`src/rtl/bldc_startup_sequencer.sv`:
```
// Start/stop sequencer for the BLDC velocity loop: align, settle, zero, ramp, run, with fault latching.
// Optional stall detection is compiled in when STALL_DETECT_EN is defined.
module bldc_startup_sequencer #(
   parameter int          ALIGN_CYCLES  = 50000,
   parameter int          SETTLE_CYCLES = 10000,
   parameter logic [15:0] ALIGN_GAIN    = 16'd2000,
   parameter logic [15:0] RAMP_STEP     = 16'd8,
   parameter int          RAMP_INTERVAL = 1000,
   parameter int          STALL_CYCLES  = 200000
) (
   input  logic        clk,
   input  logic        reset,
   input  logic        start,
   input  logic        stop,
   input  logic [15:0] target_velocity,
   input  logic        encoder_change,
   input  logic        fault_in,
   input  logic        clear_fault,
   output logic        enable,
   output logic        apply_initial_commutation,
   output logic        reset_encoder_count,
   output logic        gain_override_en,
   output logic [15:0] gain_override,
   output logic [15:0] velocity_setpoint,
   output logic        running,
   output logic        fault,
   output logic [1:0]  fault_code
);

   localparam int PH_MAX = (ALIGN_CYCLES > SETTLE_CYCLES)
                         ? ((ALIGN_CYCLES > RAMP_INTERVAL) ? ALIGN_CYCLES : RAMP_INTERVAL)
                         : ((SETTLE_CYCLES > RAMP_INTERVAL) ? SETTLE_CYCLES : RAMP_INTERVAL);
   localparam int PH_W = $clog2(PH_MAX + 1);
   localparam logic [PH_W-1:0] ALIGN_LAST  = PH_W'(ALIGN_CYCLES - 1);
   localparam logic [PH_W-1:0] SETTLE_LAST = PH_W'(SETTLE_CYCLES - 1);
   localparam logic [PH_W-1:0] RAMP_LAST   = PH_W'(RAMP_INTERVAL - 1);

   typedef enum logic [2:0] {
      S_IDLE, S_ALIGN, S_SETTLE, S_ZERO, S_RAMP, S_RUN, S_FAULT
   } state_t;

   state_t          state, state_n;
   logic [PH_W-1:0] phase_cnt, phase_n;
   logic [15:0]     sp_n;
   logic [1:0]      code_n;
   logic            stall;

   // Sum is widened to 17 bits so a large step near full scale clamps to the target instead of wrapping.
   function automatic logic [15:0] ramp_next(input logic [15:0] sp, input logic [15:0] tgt);
      logic [16:0] sum;
      sum = {1'b0, sp} + {1'b0, RAMP_STEP};
      if (sum > {1'b0, tgt})
         ramp_next = tgt;
      else
         ramp_next = sum[15:0];
   endfunction

`ifdef STALL_DETECT_EN
   localparam int ST_W = $clog2(STALL_CYCLES + 1);
   localparam logic [ST_W-1:0] STALL_MAX = ST_W'(STALL_CYCLES);

   logic [ST_W-1:0] stall_cnt, stall_cnt_n;
   logic            counting;

   assign counting = (state == S_RAMP) || (state == S_RUN);

   // Held at zero outside RAMP/RUN, so entering RAMP always starts a fresh window.
   always_comb begin
      stall_cnt_n = stall_cnt;
      stall       = 1'b0;
      if (!counting)
         stall_cnt_n = '0;
      else if (encoder_change)
         stall_cnt_n = '0;
      else if (stall_cnt != STALL_MAX)
         stall_cnt_n = stall_cnt + 1'b1;
      if (counting && !encoder_change && (stall_cnt_n == STALL_MAX))
         stall = 1'b1;
   end

   always_ff @(posedge clk or negedge reset) begin
      if (!reset)
         stall_cnt <= '0;
      else
         stall_cnt <= stall_cnt_n;
   end
`else
   logic unused_encoder_change;
   assign unused_encoder_change = encoder_change;
   assign stall = 1'b0;
`endif

   always_comb begin
      state_n = state;
      phase_n = '0;
      sp_n    = velocity_setpoint;
      code_n  = fault_code;
      if (fault_in) begin
         state_n = S_FAULT;
         code_n  = 2'b01;
      end else if (stall) begin
         state_n = S_FAULT;
         code_n  = 2'b10;
      end else if (stop && (state != S_IDLE) && (state != S_FAULT)) begin
         state_n = S_IDLE;
      end else begin
         case (state)
            S_IDLE:   if (start) state_n = S_ALIGN;
            S_ALIGN: begin
               phase_n = phase_cnt + 1'b1;
               if (phase_cnt == ALIGN_LAST) state_n = S_SETTLE;
            end
            S_SETTLE: begin
               phase_n = phase_cnt + 1'b1;
               if (phase_cnt == SETTLE_LAST) state_n = S_ZERO;
            end
            S_ZERO:   state_n = S_RAMP;
            S_RAMP: begin
               if (velocity_setpoint == target_velocity) begin
                  state_n = S_RUN;
               end else if (phase_cnt == RAMP_LAST) begin
                  sp_n    = ramp_next(velocity_setpoint, target_velocity);
                  phase_n = '0;
               end else begin
                  phase_n = phase_cnt + 1'b1;
               end
            end
            S_RUN:    sp_n = target_velocity;
            S_FAULT: begin
               if (clear_fault) begin
                  state_n = S_IDLE;
                  code_n  = 2'b00;
               end
            end
            default:  state_n = S_IDLE;
         endcase
      end
      if (state_n != state)
         phase_n = '0;
      if ((state_n != S_RAMP) && (state_n != S_RUN))
         sp_n = '0;
   end

   // Outputs are decoded from the next state so they change on the same edge as the state.
   always_ff @(posedge clk or negedge reset) begin
      if (!reset) begin
         state                     <= S_IDLE;
         phase_cnt                 <= '0;
         velocity_setpoint         <= '0;
         fault_code                <= 2'b00;
         enable                    <= 1'b0;
         apply_initial_commutation <= 1'b0;
         reset_encoder_count       <= 1'b0;
         gain_override_en          <= 1'b0;
         gain_override             <= '0;
         running                   <= 1'b0;
         fault                     <= 1'b0;
      end else begin
         state                     <= state_n;
         phase_cnt                 <= phase_n;
         velocity_setpoint         <= sp_n;
         fault_code                <= code_n;
         enable                    <= (state_n == S_ALIGN) || (state_n == S_SETTLE) ||
                                      (state_n == S_ZERO)  || (state_n == S_RAMP)   ||
                                      (state_n == S_RUN);
         apply_initial_commutation <= (state_n == S_ALIGN);
         reset_encoder_count       <= (state_n == S_ZERO);
         gain_override_en          <= (state_n == S_ALIGN) || (state_n == S_SETTLE);
         gain_override             <= ((state_n == S_ALIGN) || (state_n == S_SETTLE)) ? ALIGN_GAIN : 16'h0000;
         running                   <= (state_n == S_RUN);
         fault                     <= (state_n == S_FAULT);
      end
   end

endmodule

```
`config.mk`:
```
export PLATFORM = sky130hd
export DESIGN_NAME = bldc_startup_sequencer
export DESIGN_NICKNAME = d
export VERILOG_FILES = /design/src/rtl/bldc_startup_sequencer.sv
export SDC_FILE = /design/constraint.sdc
export NUM_CORES = 1
export LEC_CHECK = 0
export CAP_MARGIN = 5
export CORE_UTILIZATION = 53
export CTS_CLUSTER_DIAMETER = 80
export CTS_CLUSTER_SIZE = 14
export DETAILED_ROUTE_END_ITERATION = 8
export PLACE_DENSITY = 0.81
export SETUP_SLACK_MARGIN = 0.3
export SLEW_MARGIN = 20
export SYNTH_ARGS = -nofsm -noshare
export SYNTH_HDL_FRONTEND = slang
export SYNTH_SLANG_ARGS = --single-unit
```
`constraint.sdc`:
```
create_clock -name clk -period 4.25 [get_ports clk]
set_input_delay 1.275 -clock clk [delete_from_list [all_inputs] [get_ports clk]]
set_output_delay 1.275 -clock clk [all_outputs]
set_load 0.005 [all_outputs]
```
==> metrics.yaml <==
avgSynthCellArea_um2: 8.718
hold_slack_ns: 0.4690
ys_dominant_reg_cell: "dfrtp_1"
finalClockSkew_ns: 0.005871
nets: 466
area_growth_pct: 20.16
gp_congestion: 0.8887
end_kind: "register"
clockBufferDepth: 2
cp.required_ns: 4.44
clock_sinks: 42
dp_slack_ns: 0.07217
die_h_um: 80.33
reg_top3: "phase_cnt: 16 flops, velocity_setpoint: 16 flops, state: 3 flops"
critPathKind: "in2reg"
synthArstFlopShare_pct: 100.0
setup_tns_ns: 0
netlist.top_cell.by_area: "dfrtp_1"
synthAdderAreaFrac_pct: 6.926
fin_crit_ns: 3.851
crit_fanout: 7
worst_pin_slew_ns: 0.5956
synthXorXnorAreaFrac_pct: 9.965
pwr_density_cell_nw_per_um2: 211.3
finalPower_mw: 0.8257
drtAntennaViolNets: 0
yosys_warnings: 0
yosysSeqAreaShare_pct: 32.32
wl_um: 7428
layoutNonFillerInstCount: 501
status: "finished clean"
grt_pass1_wl_um: 12390
min_path_type: "reg2reg"
cts_tree: "done"
maxSlewHeadroom_pct: 60.14
die_x_um: 80.33
hold_viol: 0
rows: 28
synth_compound_area_share_pct: 13.24
cts_made_buffers: 5
ctsHoldBuffers: 0
synth.most_common_cell: "dfrtp_1"
cap_violations: 0
synth_top_family_by_area: "simple AND/OR/NAND/NOR gates"
synth-edff-count: 0
synthMuxAreaShare_pct: 1.231
track_usage_pct: 24.41
htree_levels: 2
rsz0062_at_grt: "false"
io_buffer_count: 50
via_per_inst: 5.639
core_um2: 5921
synth_common_cells: "42 x dfrtp_1, 35 x nand2_1, 28 x nor2_1, 24 x inv_1, 24 x nand3_1"
drtPass1Iterations: 4
grt_max_degree: 43
critPathArrivalTime_ns: 4.04
dp.cells: 490
wl_per_cell_um: 14.83
synthSimpleGateAreaFrac_pct: 27.20
antenna_found_initial: 0
dieArea_um2: 6453
num-fill-cells: 493
clkLatencyLatePin_ns: 0.30
synth_top_area_share_pct: 32.32
drive_gt1_share_pct: 12.21
finalCritPeriodShare_pct: 90.61
synthTopCellsByArea: "dfrtp_1 32%, ha_1 6.9%, xor2_1 5.7%, xnor2_1 4.3%, buf_4 4.2%"
syn_area_um2: 3252
critPathLaunchType: "input port"
clkTransAtPathRegs_ns: 0.09
ir_drop_mv: 0.1542
worst_slack_ns: 0.3990
drc: 0
timing.fmax_mhz: 259.7
start_util_pct: 54.92
syn_inst: 373
ios: 63
synth_cell_types: 60
ys_ff_latch: 42
insertedDiodeCount: 0
grt-ovfl-total: 0
power.leakage_nw: 1.694
clock_tree.root_cell: "clkbuf_8"
dp_hpwl_um: 5411
slew_violations: 0
drt_iter0_markers: 175
vias: 2825
grt_pass1_vias: 2719
setup_viol: 0
[layout make-up]
type,count,area (um^2),share of cell area [%]
multi-input combinational,289,1968,50.37
sequential,42,1054,26.96
timing repair buffer,63,611.8,15.66
tap,75,93.84,2.402
inverter,24,90.09,2.305
clock buffer,5,68.82,1.761
clock inverter,3,21.27,0.5443
[critical path, stage by stage]
cell	delay, ns
clkdlybuf4s50_1	0.53
inv_1	0.06
ha_1	0.30
and3_1	0.18
a221o_1	0.37
or4_4	0.56
a21oi_4	0.32
buf_6	0.17
nor3_1	0.05
o31a_1	0.23
[layer usage]
layer | vias up | GRT usage, % | routed length, um
li1 | 1387 | - | -
met1 | 1322 | 32.81 | 3359
met2 | 102 | 39.57 | 3460
met3 | 14 | 4.432 | 473
met4 | 0 | 7.857 | 135
met5 | - | 0 | 0
[final timing paths]
kind	start	to	slack, ns	cells after the start
max	target_velocity[15]	velocity_setpoint[3]	0.40	10
max in group asynchronous	reset	velocity_setpoint[4]	2.93	2
max reg2reg	velocity_setpoint[3]	velocity_setpoint[3]	0.52	14
min in group asynchronous	reset	phase_cnt[15]	0.84	1
min	phase_cnt[0]	phase_cnt[0]	0.47	1
min reg2reg	phase_cnt[0]	phase_cnt[0]	0.47	1
[cell families after synthesis]
kind of cell    Yosys count
other cells               1
xor+xnor                 37
mux                       4
simple gates            164
buf+inv                  52
compound gates           55
fa+ha+maj                18
flops                    42
[report_power, final]
part	leakage (nW)	total, mW	internal (mW)	switching [mW]
combinational	1.08	0.140	0.0657	0.0743
sequential	0.569	0.417	0.407	0.00996
clock	0.0441	0.269	0.116	0.153
total	1.69	0.826	0.588	0.238
[cell usage in the layout (no fill, tap or decap), drive strengths merged, types with 2 or more instances in the layout]
cell / Yosys / final
a21boi: 2 / 2
a21o: 4 / 4
a21oi: 12 / 12
a32oi: 2 / 2
and2: 4 / 4
and3: 11 / 11
buf: 27 / 14
clkbuf: 1 / 5
clkdlybuf4s50: 0 / 48
clkinv: 0 / 2
conb: 1 / 11
dfrtp: 42 / 42
ha: 18 / 18
inv: 24 / 24
mux2i: 4 / 4
nand2: 36 / 36
nand2b: 2 / 2
nand3: 25 / 25
nand4: 11 / 11
nor2: 38 / 38
nor2b: 6 / 6
nor3: 9 / 9
nor3b: 3 / 3
nor4: 10 / 10
nor4bb: 2 / 2
o211ai: 9 / 9
o21a: 2 / 2
o21ai: 11 / 11
or4: 2 / 2
xnor2: 16 / 16
xor2: 21 / 21
[metrics by stage]
step                      cell area [um^2]  util, %
after floorplan                       3289        -
after global placement                3751    63.36
after detailed placement              3751    63.36
after CTS                             3841    64.88
after global routing                  3908    66.00
final                                 3908    66.00
[timing repair]
item / 4_1_cts / 5_1_grt
setup buffers: 0 / 2
gates resized for setup: 0 / 8
hold endpoints to repair: 0 / 0
setup endpoints to repair: 0 / 14
No activity file was read; power rests on OpenSTA's default activity.
